`src/rtl/fastinput_counter.sv`:
```
// Multi-channel fast-input edge counter: synchroniser, digital glitch filter,
// selectable edge qualification, saturating counters with snapshot and clear.
module fastinput_counter #(
    parameter int CH          = 4,
    parameter int CW          = 32,
    parameter int SYNC_STAGES = 2,
    parameter int FILT_W      = 4
) (
    input  logic                 clk,
    input  logic                 rst,
    input  logic [CH-1:0]        fast,
    input  logic [2*CH-1:0]      edge_mode,
    input  logic [FILT_W-1:0]    filt_len,
    input  logic [CH-1:0]        clr,
    input  logic                 latch,
    output logic [CH*CW-1:0]     cnt,
    output logic [CH*CW-1:0]     snap,
    output logic [CH-1:0]        ovf,
    output logic [CH-1:0]        edge_pulse
);

    localparam logic [CW-1:0] CNT_MAX = '1;

    for (genvar i = 0; i < CH; i++) begin : g_ch
        logic [SYNC_STAGES-1:0] sync_q;
        logic                   s;
        logic                   f;
        logic                   f_next;
        logic [FILT_W-1:0]      r;
        logic [FILT_W-1:0]      r_next;
        logic                   rise;
        logic                   fall;
        logic                   qual;
        logic [CW-1:0]          count;
        logic [CW-1:0]          snap_q;
        logic                   ovf_q;
        logic                   pulse_q;

        always_ff @(posedge clk or negedge rst) begin
            if (!rst) begin
                sync_q <= '0;
            end else begin
                sync_q <= {sync_q[SYNC_STAGES-2:0], fast[i]};
            end
        end

        assign s = sync_q[SYNC_STAGES-1];

        // >= rather than == so a run that overshot a freshly lowered filt_len
        // still resolves on the next clock where s differs from f
        always_comb begin
            f_next = f;
            r_next = '0;
            if (s != f) begin
                if (r >= filt_len) begin
                    f_next = s;
                end else begin
                    r_next = r + FILT_W'(1);
                end
            end
        end

        assign rise = f_next & ~f;
        assign fall = ~f_next & f;
        assign qual = (rise & edge_mode[2*i]) | (fall & edge_mode[2*i+1]);

        always_ff @(posedge clk or negedge rst) begin
            if (!rst) begin
                f <= 1'b0;
                r <= '0;
            end else begin
                f <= f_next;
                r <= r_next;
            end
        end

        // Clear wins over a coincident edge; the edge still produces a pulse
        always_ff @(posedge clk or negedge rst) begin
            if (!rst) begin
                count   <= '0;
                ovf_q   <= 1'b0;
                snap_q  <= '0;
                pulse_q <= 1'b0;
            end else begin
                pulse_q <= qual;
                if (latch) begin
                    snap_q <= count;
                end
                if (clr[i]) begin
                    count <= '0;
                    ovf_q <= 1'b0;
                end else if (qual) begin
                    if (count == CNT_MAX) begin
                        ovf_q <= 1'b1;
                    end else begin
                        count <= count + CW'(1);
                    end
                end
            end
        end

        assign cnt[CW*i +: CW]  = count;
        assign snap[CW*i +: CW] = snap_q;
        assign ovf[i]           = ovf_q;
        assign edge_pulse[i]    = pulse_q;
    end

endmodule
```
`config.mk`:
```
export PLATFORM = sky130hd
export DESIGN_NAME = fastinput_counter
export DESIGN_NICKNAME = d
export VERILOG_FILES = /design/src/rtl/fastinput_counter.sv
export SDC_FILE = /design/constraint.sdc
export NUM_CORES = 1
export LEC_CHECK = 0
export BUFFER_PORTS_ARGS = -buffer_cell sky130_fd_sc_hd__buf_2
export CORE_MARGIN = 4
export CORE_UTILIZATION = 50
export DETAILED_ROUTE_END_ITERATION = 7
export GPL_TIMING_DRIVEN = 1
export PLACE_DENSITY = 0.74
export SYNTH_ARGS = -nofsm -noshare
export SYNTH_HDL_FRONTEND = slang
export SYNTH_SLANG_ARGS = --single-unit
```
`constraint.sdc`:
```
create_clock -name clk -period 3.4 [get_ports clk]
set_input_delay 1.02 -clock clk [delete_from_list [all_inputs] [get_ports clk]]
set_output_delay 1.02 -clock clk [all_outputs]
set_load 0.02 [all_outputs]
```
==> run_results.csv <==
group,metric,value,unit
placement,dp.cells,1751,
pwr,leakage,0.00843,µW
global_route,grt_max_degree,129,
cts,clk_latency,0.54,ns
sta,min_period_over_period,79.7,%
sta,tightest_slew,0.792,ns
min_path,hold_path_class,"reg2reg",
sta,period_needed,2.71,ns
floorplanning,dieArea,0.0293,mm²
cts,postCtsSetupBuffers,0,
drt,viasPerCell,5.63,
floorplanning,initial_core_util,51.0,%
sta,hold_ws,0.346,ns
cts,postCtsHoldBufs,0,
placement,dpl.hpwl,21600,µm
logic_synthesis,async_flop_share,100,%
floorplanning,core,0.0261,mm²
drt,vias,10200,
floorplanning,die_h,171,µm
drt,postRouteAntennaNets,0,
critical_path,crit_type,"in2reg",
drt,wl_met2,15200,µm
global_route,antenna_found_initial,3,
critical_path,cp-start-kind,"primary input",
sta,rsz0062_at_grt,"no",
critical_path,path_common_cell,"or3_1",
sta,setup_viol,0,
cts,cts.sinks,292,
cts,post_cts_resized,0,
pwr,irDropWorstVdd,0.312,mV
sta,skew,0.0103,ns
final_layout,stdcell_count,1811,
global_route,grt.total_usage,21.0,%
cts,cts_max_path_buffers,3,
critical_path,cp_slowest_stage_delay,0.57,ns
floorplanning,fp.dieW,171,µm
logic_synthesis,ys_types,60,
placement,io_buffers,286,
final_layout,drive_gt1_share,35.2,%
sta,maxSlewViolCount,0,
logic_synthesis,yosysTopAreaCell,"dfrtp_1",
critical_path,crit_chain,"buf_2 > inv_1 > ha_1 > o21a_1 > nor2_1 > or3_1 > or4_4 > or3_1 > a21oi_1",
final_layout,post-route-util,62.4,%
cts,cts_root_buffer,"clkbuf_16",
sta,tns,0,ns
cts,cts-buffers-inserted,31,
drt,avgRoutedWirePerCell,17.3,µm
global_route,grt_overflow,0,
cts,h-tree-depth,1,
run,drv_cap,0,
critical_path,critPathBufInv,2,
logic_synthesis,ys_ff_latch,292,
logic_synthesis,syn_inst,1161,
floorplanning,rows,59,
critical_path,critPathArrivalTime,3.18,ns
logic_synthesis,ys_seq_area_share,54.8,%
final_layout,area_growth,22.5,%
global_route,grt_pass1_vias,10100,
logic_synthesis,synth_nets,1208,
logic_synthesis,ys_warn_count,0,
drt,dr.pass1.iters,5,
cts,cts_tree,"done",
pwr,clockPowerShare,45.1,%
drt,route.met3.wl,1960,µm
pwr,intPower,6070,µW
logic_synthesis,syn_area_per_cell,11.5,µm²
critical_path,cp_top_family,"simple AND/OR/NAND/NOR gates",
sta,finalHoldViolations,0,
placement,globalplace.congestion,0.829,
critical_path,crit_required,3.87,ns
outcome,status,"finished clean",
drt,top_layer,"met5",
critical_path,crit_path_top_delay_cell,"or4_4",
pwr,switchingPower,1890,µW
global_route,grt_pass1_wl,51800,µm
pwr,seqPwrFrac,46.0,%
drt,drc,0,
pwr,swShare,23.7,%
drt,m1WireLength,13600,µm
sta,fmax,0.369,GHz
critical_path,cp-end-kind,"flip-flop",
logic_synthesis,synth_edf_count,0,
critical_path,crit_path_max_fanout,4,
logic_synthesis,ys.flop_type,"dfrtp_1",
placement,post-place-ws,0.112,ns
pwr,combPwrFrac,8.9,%
final_layout,finalNetCount,1496,
floorplanning,io-pin-count,287,
logic_synthesis,netlist_area,0.0133,mm²
cts,clk_pin_slew,0.06,ns
drt,wirelength,31300,µm
sta,setup_ws,0.690,ns
logic_synthesis,post-synth-top-area-fraction,54.8,%
logic_synthesis,synth_area_leaders,"dfrtp_1, mux2_2, xor2_1",
drt,drt_iter0_drc,636,
sta,maxSlewHeadroom,46.7,%
pwr,p_per_area,487,mW/mm²
[cell families after synthesis]
group                    after synthesis  share of synthesized area [%]
AND/OR/NAND/NOR                      458                           18.6
flip-flops                           292                           54.8
multiplexers                         133                           11.2
XOR/XNOR                             108                           7.10
AO/OA/AOI/OAI                         73                           3.54
buffers and inverters                 73                           2.44
adder cells (fa/ha/maj)               24                           2.25
[registers in the layout, indices dropped and copies added (netlist names)]
name	flops
g_ch.count	128
g_ch.snap_q	128
g_ch.r	16
g_ch.sync_q	8
g_ch.f	4
g_ch.ovf_q	4
g_ch.pulse_q	4
[cell usage after synthesis, types with 3 or more instances]
cell	number
dfrtp_1	292
o21ai_0	16
nand3_1	60
mux2_2	132
nor2b_1	6
xor2_1	84
a31oi_1	4
a211oi_1	3
nor2_1	141
inv_1	15
nand2_1	42
o21ai_1	3
a22oi_1	3
xnor2_1	24
or3_1	20
nand2b_1	6
a21oi_1	24
o22ai_1	3
ha_1	24
buf_1	3
or4_1	3
nand4_1	66
a2111oi_2	4
nor3_1	15
clkbuf_1	32
and2_1	11
nor4_2	4
buf_2	10
nand4b_1	4
buf_4	8
o21a_1	5
nor4_1	11
and3b_1	3
and4_1	15
and3_1	33
[power groups by stage]
stage	Combinational, µW	Clock, µW	Sequential [µW]
floorplan	453	0	3710
global placement	702	0	3720
detailed placement	724	0	3720
CTS	729	3680	3660
global route	812	3840	3670
finish	710	3580	3660
[final timing paths]
path | start | to | slack [ns] | cells after the start
worst max-delay path | filt_len[2] | g_ch[0].count[27] | 0.69 | 9
worst min-delay path | g_ch[3].sync_q[0] | g_ch[3].sync_q[1] | 0.35 | 0
worst max register to register | g_ch[2].count[14] | g_ch[2].count[9] | 0.78 | 6
worst min register to register | g_ch[3].sync_q[0] | g_ch[3].sync_q[1] | 0.35 | 0
max in group asynchronous | rst | g_ch[0].snap_q[27] | 2.18 | 2
min in group asynchronous | rst | g_ch[2].snap_q[11] | 0.48 | 1
[per-layer routing]
layer  GRT usage [%]  vias to the layer above
li1                -                     4714
met1            29.0                     5121
met2            34.5                      306
met3            4.14                       44
met4            5.10                        4
met5               0                        -
[layout make-up]
cell class,instances,area (µm²)
clock inverter,16,225
timing repair buffer,310,1710
tap,335,419
fill,2156,9810
clock buffer,41,883
antenna,3,7.51
multi-input combinational,796,5700
inverter,18,67.6
sequential,292,7310
[stage by stage]
stage	total power [µW]	area, µm²
finish	7950	16300
global route	8330	16300
floorplan	4160	13300
global placement	4420	15200
detailed placement	4450	15200
CTS	8070	16300
[placed cells by master, fill, tap and decap left out, types with 4 or more instances in the layout]
cell        netlist  routed
dfrtp_1         292     292
clkbuf_16         0      31
clkinv_2          0       4
mux2_2          132     132
or3_1            20      20
nor3_1           15      15
xor2_1           84      84
o21a_1            5       5
ha_1             24      24
nor2b_1           6       6
nand4b_1          4       4
and4_1           15      15
a31oi_1           4       4
inv_1            15      15
bufinv_16         0       5
clkbuf_8          0       7
nand4_1          66      66
nand3_1          60      60
nor4_1           11      11
a2111oi_2         4       4
a21oi_1          24      24
xnor2_1          24      24
nand2b_1          6       6
and3_1           33      33
buf_12            0       7
and2_1           11      11
clkinvlp_4        0       5
nand2_1          42      42
buf_4             8      18
buf_2            10     284
nor2_1          141     141
o21ai_0          16      16
nor4_2            4       4
Note: power is estimated with default switching activity, not from simulation.
